[config.mk]
export PLATFORM = sky130hd
export DESIGN_NAME = mmio_io_hub
export DESIGN_NICKNAME = d
export VERILOG_FILES = /design/src/rtl/mmio_io_hub.sv
export SDC_FILE = /design/constraint.sdc
export NUM_CORES = 1
export LEC_CHECK = 0
export BUFFER_PORTS_ARGS = -buffer_cell sky130_fd_sc_hd__buf_2
export CORE_MARGIN = 5
export CORE_UTILIZATION = 43
export CTS_BUF_LIST = sky130_fd_sc_hd__clkbuf_16
export DETAILED_ROUTE_END_ITERATION = 6
export PLACE_DENSITY_LB_ADDON = 0.3
export SLEW_MARGIN = 20
export SYNTH_ARGS = -nofsm -noshare
export SYNTH_HDL_FRONTEND = slang
export SYNTH_SLANG_ARGS = --single-unit
[constraint.sdc]
create_clock -name CLK -period 4.8 [get_ports CLK]
set_clock_uncertainty 0.15 [all_clocks]
set_input_delay 0.48 -clock CLK [delete_from_list [all_inputs] [get_ports CLK]]
set_output_delay 0.48 -clock CLK [all_outputs]
set_load 0.05 [all_outputs]
[src/rtl/mmio_io_hub.sv]
// Memory-mapped I/O hub: read-only input ports, write strobed output registers,
// and an edge-triggered, maskable interrupt aggregator on a simple CPU bus.
module mmio_io_hub #(
    parameter logic [31:0] BASE_ADDR = 32'h1100_0000,
    parameter logic [31:0] STRIDE    = 32'h0004_0000,
    parameter int unsigned N_IN      = 4,
    parameter int unsigned N_OUT     = 4,
    parameter int unsigned N_IRQ     = 4
) (
    input  logic                  CLK,
    input  logic                  RST,
    input  logic [31:0]           IOBUS_ADDR,
    input  logic [31:0]           IOBUS_OUT,
    input  logic                  IOBUS_WR,
    output logic [31:0]           IOBUS_IN,
    input  logic [N_IN*32-1:0]    IN_DATA,
    output logic [N_OUT*32-1:0]   OUT_DATA,
    output logic [N_OUT-1:0]      WR_STB,
    input  logic [N_IRQ-1:0]      IRQ_SRC,
    output logic                  INT
);

    localparam int unsigned PendSlot = N_IN + N_OUT;
    localparam int unsigned MaskSlot = N_IN + N_OUT + 1;

    function automatic logic [31:0] slot_addr(input int unsigned s);
        return BASE_ADDR + STRIDE * s;
    endfunction

    logic [N_OUT-1:0][31:0] out_q, out_d;
    logic [N_OUT-1:0]       stb_q, wr_out;
    logic [N_IRQ-1:0]       pend_q, pend_d, pend_clr;
    logic [N_IRQ-1:0]       mask_q, mask_d;
    logic [N_IRQ-1:0]       prev_q;
    logic                   int_q;

    assign OUT_DATA = out_q;
    assign WR_STB   = stb_q;
    assign INT      = int_q;

    // Zero-latency read mux; unmapped addresses read as zero.
    always_comb begin
        IOBUS_IN = '0;
        for (int unsigned k = 0; k < N_IN; k++) begin
            if (IOBUS_ADDR == slot_addr(k)) IOBUS_IN = IN_DATA[32*k +: 32];
        end
        for (int unsigned k = 0; k < N_OUT; k++) begin
            if (IOBUS_ADDR == slot_addr(N_IN + k)) IOBUS_IN = out_q[k];
        end
        if (IOBUS_ADDR == slot_addr(PendSlot)) IOBUS_IN[N_IRQ-1:0] = pend_q;
        if (IOBUS_ADDR == slot_addr(MaskSlot)) IOBUS_IN[N_IRQ-1:0] = mask_q;
    end

    always_comb begin
        for (int unsigned k = 0; k < N_OUT; k++) begin
            wr_out[k] = IOBUS_WR && (IOBUS_ADDR == slot_addr(N_IN + k));
            out_d[k]  = wr_out[k] ? IOBUS_OUT : out_q[k];
        end
        pend_clr = (IOBUS_WR && (IOBUS_ADDR == slot_addr(PendSlot))) ?
                   IOBUS_OUT[N_IRQ-1:0] : '0;
        // A new edge wins over a simultaneous write-1-to-clear.
        pend_d   = (pend_q & ~pend_clr) | (IRQ_SRC & ~prev_q);
        mask_d   = (IOBUS_WR && (IOBUS_ADDR == slot_addr(MaskSlot))) ?
                   IOBUS_OUT[N_IRQ-1:0] : mask_q;
    end

    // prev resets high so sources already asserted at release are not seen as edges.
    always_ff @(posedge CLK or posedge RST) begin
        if (RST) begin
            out_q  <= '0;
            stb_q  <= '0;
            pend_q <= '0;
            mask_q <= '0;
            prev_q <= '1;
            int_q  <= 1'b0;
        end else begin
            out_q  <= out_d;
            stb_q  <= wr_out;
            pend_q <= pend_d;
            mask_q <= mask_d;
            prev_q <= IRQ_SRC;
            int_q  <= |(pend_q & mask_q);
        end
    end

endmodule

* Yosys cells after proc, flatten, opt, wreduce, memory -nomap -nowiden
Cells that the tools add are included.
Storage, ports and cells: output and inout port bits 165, logic and storage cells 43, register bits 145
Operators by class: reductions and logical operators 7, bitwise operators 6, multiplexer cells 11, eq/ne operators 10
Operators with widths (number):
- $eq 32x29->1 const B | 10
- $mux 32 | 8
- $and 4x4->4 | 3
- $mux 4 | 3
- $not 4->4 | 2
- $logic_and 1x1->1 | 6
- $or 4x4->4 | 1
- $reduce_or 4->1 | 1

* Longest topological paths before layout
Gate-level depths: netlist (run 1).
word-level depth 11, gate-level depth with buffers 8, mapped depth without buffers 5

* Worst setup path before layout (run 1)
Ideal clock, no wire load.
path type input-to-output, start in IOBUS_ADDR[18], end out IOBUS_IN[14], cell stages on the path 6, data arrival time 4.001 ns, buffers on the path 4, slack 0.169 ns, data required time 4.170 ns, cells stage by stage buf_2 -> buf_2 -> buf_2 -> buf_2 -> mux2i_1 -> a2111oi_0
On the way: cells in the longest elaborated chain, start to end 9
RTL lines:
- start: declaration | RTL line 12 | input logic [31:0] IOBUS_ADDR,
- $eq 32x29->1 | RTL line 45 | if (IOBUS_ADDR == slot_addr(k)) IOBUS_IN = IN_DATA[32*k +: 32];
- $mux 32 (4 in a row) | RTL line 45
- $mux 32 (3 in a row) | RTL line 48 | if (IOBUS_ADDR == slot_addr(N_IN + k)) IOBUS_IN = out_q[k];
- $mux 32 (*) | RTL line 48
- end: declaration | RTL line 15 | output logic [31:0] IOBUS_IN,
Every way passes the cells marked *; elsewhere a longest branch is shown, timed or not.

* Final worst setup path (run 1)
start in IOBUS_ADDR[23], end out IOBUS_IN[10]
Same word-level chain as after synthesis.

==> reports/results.ini, run 1 <==
[critical_path]
worstSetupPathType=in2out
worst_path_dominant_cell_family=simple AND/OR/NAND/NOR gates
cpMostUsedCell=sky130_fd_sc_hd__buf_2
critical_path_arrival_ps=3040
cp.required_ps=4170
cp_slowest_cell=sky130_fd_sc_hd__nor4b_4
worstPathCellList=buf_2 -> nor4b_2 -> and3_1 -> nor4b_4 -> buf_4 -> a21oi_1 -> a2bb2oi_1 -> buf_2
worst_setup_path_end_kind=primary output
crit_path_max_incr_delay_ps=540
cp.buffers_inverters=3
critical_path.startpoint_type=input port
crit_path_max_fanout=15

[floorplanning]
core_area_um2=17900
design.die.area_um2=20800
floorplan.io_pins=364
initial_core_util=0.434
rows=49
chipWidth_um=144
die_height_um=144

[clock_tree]
cts_post_setup_buffers_inserted=0
clock_tree.root_cell=sky130_fd_sc_hd__clkbuf_16
clock_tree.buffer_depth=2
reg_clk_slew_reported_paths_ps=60
cts.sink_count=145
tritoncts.num_buffers=17
post_cts_resized=0
max_h_tree_level=4
tritoncts=yes
cts_hold_buffers=1
clock_insertion_delay_worst_skew_ps=410

[sta]
fin_tns_setup_ps=0
setup_viol_count_final=0
relSlewSlack=0.327
post-route-worst-setup-slack_ps=1130
timing.final.max_slew_violations=0
timing.final.hold_violations=0
timing.fmax_ghz=0.272
layout_worst_path_cycle_share=0.765
timing_worst_slew_pin_value_ps=1010
layout_min_cycle_time_ps=3670
rsz0062_at_grt=no

[yosys]
seq_area_frac_synth=0.468
synth_fp_nets=841
yosysWarningCount=0
ys_seq_elements=145
post_synth_instance_area_um2=7760
postSynthCellCount=642
synth_area_per_cell_um2=12.1
post_synth_num_cell_types=45

[drt]
route.final.wire_length_um=26400
ant_nets=0
drt_drc_violations_left=0
avgViaCountPerCell=5.54
detailroute.via_count=6855
detailedRoute.firstIterationViolations=437
detail_route.first_pass.iterations=4
mean_routed_wirelength_per_cell_um=21.4

[cells_and_area]
layout-drive-gt1-share=0.541
layout_commonest_cell=sky130_fd_sc_hd__buf_2
final_util=0.581
final_cell_mix=362 x sky130_fd_sc_hd__buf_2, 141 x sky130_fd_sc_hd__dfrtp_1, 104 x sky130_fd_sc_hd__mux2_2, 82 x sky130_fd_sc_hd__mux2i_1, 33 x sky130_fd_sc_hd__o21ai_0
area_of_the_multi_input_gates_um2=3910
nNetsFinal=1196
antenna_cells=0
ff_latch_area_um2=3630
syn_to_final_growth_pct=33.9
final-instance-count-excl-fill=1238
nFillCells=1564

[pwr]
p_per_area_nw_per_um2=261
p_leak_uw=0.00588
vdd.ir_drop.worst_mv=0.236

[global_route]
grt_start_max_net_pins=100
grt_remaining_overflow=0
grtUsageTotal=0.249
initial_antenna_violation_count=0
via_count_of_the_first_global_routing_pass=7114
first_pass_grt_wire_length_um=39900

[run]
max_cap_viol_count=0

[placement]
dp.cells=1206
gp_congestion=0.896
port_buffers=363
dp_hpwl_um=19400
placement.setup.worst_slack_ps=1110

[outcome]
run_status=finished, final reports clean

[hold_path]
hp-class=in2reg

metrics by stage:
step,area (um^2),power [uW],hold WS (ps)
final,10400,2710,23.7
after global routing,10400,2810,6.01
after CTS,10400,2740,4.14
after detailed placement,9820,1460,350
after global placement,9820,1460,339
after floorplan,7760,1340,331
per-layer routing:
| metal | track usage | part of all wire |
|---|---|---|
| met4 | 0.0933 | 0.025 |
| met5 | 0 | 0 |
| met2 | 0.416 | 0.50 |
| met1 | 0.324 | 0.41 |
| met3 | 0.0430 | 0.068 |
registers in the layout, indices dropped and copies added, names as in the netlist:
register,flops
OUT_DATA,128
WR_STB,4
mask_q,4
pend_q,4
prev_q,4
INT,1
cell usage after synthesis:
master | number | area, um^2
sky130_fd_sc_hd__dfrtp_1 | 141 | 3530
sky130_fd_sc_hd__nor2_1 | 31 | 116
sky130_fd_sc_hd__nand2_1 | 13 | 48.8
sky130_fd_sc_hd__nor4b_1 | 1 | 8.76
sky130_fd_sc_hd__nor3_2 | 1 | 10.0
sky130_fd_sc_hd__a21oi_1 | 29 | 145
sky130_fd_sc_hd__clkbuf_1 | 14 | 52.6
sky130_fd_sc_hd__o22ai_1 | 27 | 169
sky130_fd_sc_hd__inv_1 | 7 | 26.3
sky130_fd_sc_hd__mux4_2 | 4 | 90.1
sky130_fd_sc_hd__and2_0 | 2 | 12.5
sky130_fd_sc_hd__a211o_1 | 1 | 8.76
sky130_fd_sc_hd__nor3b_2 | 1 | 12.5
sky130_fd_sc_hd__nor4b_4 | 1 | 23.8
sky130_fd_sc_hd__nor2b_1 | 1 | 6.26
sky130_fd_sc_hd__nor4_4 | 1 | 21.3
sky130_fd_sc_hd__dfstp_2 | 4 | 105
sky130_fd_sc_hd__nor4_2 | 2 | 25.0
sky130_fd_sc_hd__o221ai_1 | 1 | 8.76
sky130_fd_sc_hd__mux2_2 | 104 | 1170
sky130_fd_sc_hd__o21ai_0 | 33 | 165
sky130_fd_sc_hd__nor4b_2 | 3 | 45.0
sky130_fd_sc_hd__nor4_1 | 4 | 25.0
sky130_fd_sc_hd__a2bb2oi_1 | 29 | 254
sky130_fd_sc_hd__o221a_2 | 7 | 78.8
sky130_fd_sc_hd__buf_1 | 3 | 11.3
sky130_fd_sc_hd__buf_4 | 6 | 45.0
sky130_fd_sc_hd__nand3_1 | 9 | 45.0
sky130_fd_sc_hd__nand4_4 | 1 | 21.3
sky130_fd_sc_hd__o211a_1 | 1 | 10.0
sky130_fd_sc_hd__a22o_1 | 5 | 43.8
sky130_fd_sc_hd__a21boi_0 | 1 | 7.51
sky130_fd_sc_hd__nand2b_1 | 2 | 12.5
sky130_fd_sc_hd__nor3b_4 | 1 | 18.8
sky130_fd_sc_hd__nor3_4 | 1 | 16.3
sky130_fd_sc_hd__mux2_1 | 29 | 327
sky130_fd_sc_hd__a2111oi_0 | 1 | 8.76
sky130_fd_sc_hd__o211ai_1 | 1 | 7.51
sky130_fd_sc_hd__buf_2 | 22 | 110
sky130_fd_sc_hd__mux2i_1 | 82 | 821
sky130_fd_sc_hd__and2_1 | 2 | 12.5
sky130_fd_sc_hd__a22oi_1 | 7 | 52.6
sky130_fd_sc_hd__nand4_1 | 1 | 6.26
sky130_fd_sc_hd__nor3_1 | 1 | 5.00
sky130_fd_sc_hd__and3_1 | 4 | 25.0
cell type report:
cell class	count	share of cell area
Tap cell	229	0.0276
Inverter	7	0.00301
Multi-Input combinational cell	445	0.376
Clock buffer	17	0.0409
Sequential cell	145	0.350
Timing Repair Buffer	381	0.189
Clock inverter	14	0.0136
power by group:
part           switching (uW)  internal (uW)
registers               0.478           1230
logic                     113            101
clock network             514            759
cell families (layout without fill, tap and decap cells):
logic type             count (synthesis)  count (layout)  share of synthesized area
AO/OA/AOI/OAI                        143             143                      0.124
buffers and inverters                 52             419                     0.0316
multiplexers                         219             219                      0.310
AND/OR/NAND/NOR                       83              83                     0.0667
flip-flops                           145             145                      0.468
path summary, 6_finish.rpt:
check	start	end	slack, ps	depth (start not counted)
min in group asynchronous	RST	OUT_DATA[16]	460	3
max	IOBUS_ADDR[23]	IOBUS_IN[10]	1130	8
min reg2reg	OUT_DATA[13]	OUT_DATA[13]	360	1
max reg2reg	prev_q[2]	pend_q[2]	3780	2
min	IRQ_SRC[0]	prev_q[0]	20	1
max in group asynchronous	RST	pend_q[2]	3020	4
Note: power is estimated with default switching activity, not from simulation.
==> inputs of run 2 (changes only) <==
Settings changed: ABC_AREA set to 1.
Clock period 4.8 ns to 3 ns, I/O delays scaled along.
==> run 2 against run 1 <==
  * Clock-buffer cell count is the same
  * Non-clock buffer count increased by 19
  * First-iteration DRC count rose by 40%
  * Area after synthesis up 3.6%
  * Design area up 3.2%
  * Total power is 59% higher
  * Sequential power increased by 59%
  * Sequential share of layout area fell by 1.1 points
  * Combinational power grew 21%
  * Worst setup slack worse by 870 ps
  * Routed wire length increased by 14%
  * Worst hold slack worse by 2.5 ps
==> reports/results.ini, run 2 <==
[yosys]
synth-compound-area-share=0.149  ; +0.0253
synth.largest_area_cell=sky130_fd_sc_hd__dfrtp_1
synth_area_per_cell_um2=7.79  ; -36%
ys_seq_elements=145  ; unchanged
synth_fp_nets=1231  ; +46%
post_synth_num_cell_types=32  ; -29%
synth-edff-count=0  ; unchanged
post-synth-top-count-cell=sky130_fd_sc_hd__nand2_1
yosysWarningCount=0  ; unchanged
largest_family_of_logic_cells_by_synthesized_area=simple AND/OR/NAND/NOR gates
yosys-mux-area-fraction=0  ; -0.310
yosys.area_share.adder=0  ; unchanged
top_post_synthesis_cells_by_count=341 x sky130_fd_sc_hd__nand2_1, 141 x sky130_fd_sc_hd__dfrtp_1, 91 x sky130_fd_sc_hd__nand3_1
synth_async_sr_flop_share=1.00  ; unchanged
leading_register_cell_type_out_of_synthesis=sky130_fd_sc_hd__dfrtp_1
seq_area_frac_synth=0.452  ; -0.0162
post_synth_instance_area_um2=8040  ; +3.6%
synth.area.top_cells=sky130_fd_sc_hd__dfrtp_1 44%, sky130_fd_sc_hd__nand2_1 16%, sky130_fd_sc_hd__nand3_1 5.7%
synth_largest_type_area_fraction=0.439  ; -0.0157
synth_simple_gate_area_share=0.302  ; +0.236
postSynthCellCount=1032  ; +61%
synthXorXnorAreaFrac=0  ; unchanged

[drt]
drt_drc_violations_left=0  ; unchanged
detailroute.via_count=8561  ; +25%
avgViaCountPerCell=5.23  ; -5.6%
route.final.wire_length_um=30100  ; +14%
detailedRoute.firstIterationViolations=613  ; +40%
ant_nets=0  ; unchanged
detail_route.first_pass.iterations=5  ; +1
mean_routed_wirelength_per_cell_um=18.4  ; -14%

[global_route]
grtUsageTotal=0.273  ; +0.0238
grt_remaining_overflow=0  ; unchanged
grt_start_max_net_pins=146  ; +46%
first_pass_grt_wire_length_um=46300  ; +16%
via_count_of_the_first_global_routing_pass=8310  ; +17%
initial_antenna_violation_count=1  ; +1

[cells_and_area]
layout_commonest_cell=sky130_fd_sc_hd__buf_2
antenna_cells=0  ; unchanged
nNetsFinal=1590  ; +33%
final_util=0.577  ; -0.00348
syn_to_final_growth_pct=33.3
final_cell_mix=363 x sky130_fd_sc_hd__buf_2, 341 x sky130_fd_sc_hd__nand2_1, 141 x sky130_fd_sc_hd__dfrtp_1, 90 x sky130_fd_sc_hd__nand3_1, 83 x sky130_fd_sc_hd__inv_1
layout-drive-gt1-share=0.360  ; -0.181
largest_reg_flops=128  ; unchanged

[pwr]
p_per_area_nw_per_um2=403  ; +54%
vdd.ir_drop.worst_mv=0.348  ; +47%
sequentialPowerShare=0.454  ; +0.002
p_comb_frac=0.060  ; -0.019
p_leak_uw=0.00597  ; +1.6%
power_switching_share=0.234  ; +0.00235
switchingPower_uw=1010  ; +61%
pwr-share-clk=0.486  ; +0.017
power_report.internal_total_uw=3310  ; +59%

[floorplanning]
initial_core_util=0.433  ; -0.000881
chipWidth_um=147  ; +1.6%
design.die.area_um2=21500  ; +3.3%
rows=50  ; +2.0%
die_height_um=147  ; +1.6%
floorplan.io_pins=364  ; unchanged
core_area_um2=18600  ; +3.8%

[placement]
placement.setup.worst_slack_ps=285  ; -828 ps
dp_hpwl_um=22600  ; +17%
port_buffers=363  ; unchanged
gp_congestion=0.947  ; +5.7%

[sta]
post-route-worst-setup-slack_ps=261  ; -867 ps
timing.fmax_ghz=0.365
layout_min_cycle_time_ps=2740
setup_viol_count_final=0  ; unchanged
relSlewSlack=0.324  ; -0.00331
layout_worst_path_cycle_share=0.913
timing.final.hold_violations=0  ; unchanged
timing.final.max_slew_violations=0  ; unchanged
timing_worst_slew_pin_value_ps=1010  ; +4.97 ps
fin_tns_setup_ps=0  ; unchanged
rsz0062_at_grt=no

[clock_tree]
clock_tree.root_cell=sky130_fd_sc_hd__clkbuf_16
clock_insertion_delay_worst_skew_ps=410  ; about the same
cts.sink_count=145  ; unchanged
reg_clk_slew_reported_paths_ps=60  ; about the same
tritoncts=yes
tritoncts.num_buffers=17  ; unchanged
post_cts_resized=0  ; unchanged
max_h_tree_level=4  ; unchanged
clock_tree.buffer_depth=2  ; unchanged

[critical_path]
worst_path_dominant_cell_family=buffers and inverters
cpMostUsedCell=sky130_fd_sc_hd__nor2_1
crit_path_max_fanout=17  ; +2
critical_path_cell_count=14  ; +6
critical_path.startpoint_type=input port
worstPathCellList=buf_2 -> nor2_1 -> nand2_1 -> nor2_1 -> nand2_2 -> inv_1 -> buf_4 -> nand3_1 -> nand2_1 -> a221oi_1 -> o21ai_0 -> nor2_1 -> o21ai_1 -> buf_2
critical_path_arrival_ps=2290  ; -750 ps
reg2reg_to=OUT_DATA[120]
timing.critical_path.to=IOBUS_IN[4]
worst_setup_path_end_kind=primary output
setup.worst_path.start=IOBUS_ADDR[3]
ff2ff_path_depth=2  ; unchanged
cp_slowest_cell=sky130_fd_sc_hd__buf_4
cp.buffers_inverters=4  ; +1
crit_path_max_incr_delay_ps=300  ; -240 ps
r2r-start=OUT_DATA[120]
worstSetupPathType=in2out
cp.required_ps=2550  ; -1620 ps
timing.reg2reg.setup_slack_ps=2100  ; -1680 ps

[outcome]
run_status=finished, final reports clean

[hold_path]
hp-class=in2reg

[run]
max_cap_viol_count=0  ; unchanged

run 2: changes by cell type after synthesis, sizes merged, moves of 82 or more:
cell / change
inv: +89
mux2: -133
mux2i: -82
nand2: +334
nand3: +84
o21ai: +127
run 2: power groups by stage:
stage	combinational (uW)	clock (uW)	sequential, uW
final	259	2100	1960
after floorplan	76.4	0	2000
after detailed placement	249	0	2000
after CTS	262	2140	1960
after global routing	289	2230	1960
after global placement	250	0	2000
run 2: kinds of logic (layout without fill, tap and decap cells):
group / count (synthesis) / count (layout)
buf+inv: 157 / 529
compound gates: 192 / 192
simple gates: 538 / 538
flops: 145 / 145
run 2: cell type report:
cell class	count	area [um^2]
Fill cell	1746	7860
Multi-Input combinational cell	730	3650
Sequential cell	145	3630
Timing Repair Buffer	400	2200
Clock buffer	17	425
Inverter	97	368
Tap cell	234	293
Clock inverter	15	160
run 2: how the worst min path moves through the flow:
stage / to / from / cells past startpoint
3_3_place_gp: prev_q[0] / IRQ_SRC[0] / 1
4_1_cts: OUT_DATA[21] / IOBUS_OUT[21] / 3
3_5_place_dp: prev_q[1] / IRQ_SRC[1] / 1
5_1_grt: OUT_DATA[11] / IOBUS_OUT[11] / 3
2_1_floorplan: prev_q[0] / IRQ_SRC[0] / 0
6_report: OUT_DATA[21] / IOBUS_OUT[21] / 3
run 2: metrics by stage:
step | cell area [um^2] | hold WS, ps | total power, uW | std cells
floorplan | 8050 | 154 | 2070 | 1032
global placement | 10000 | 279 | 2250 | 1595
detailed placement | 10000 | 283 | 2250 | 1595
CTS | 10700 | 6.16 | 4370 | 1638
global route | 10700 | 38.0 | 4480 | 1638
finish | 10700 | 21.1 | 4320 | 1638
run 2: routing by layer:
layer | up-vias | track usage | wire, um
li1 | 4106 | - | -
met4 | 2 | 0.102 | 886
met1 | 3951 | 0.349 | 12000
met2 | 449 | 0.444 | 14200
met5 | - | 0 | 7
met3 | 53 | 0.0734 | 2980
run 2: worst min-delay path, cell delays in order:
cell and delay, ps:
sky130_fd_sc_hd__buf_2 70, sky130_fd_sc_hd__inv_1 60, sky130_fd_sc_hd__o21ai_2 120
run 2: timing repair:
action | 4_1_cts | 5_1_grt
hold buffers | 11 | 0
setup buffers | 0 | 0
hold endpoints to repair | 32 | 0
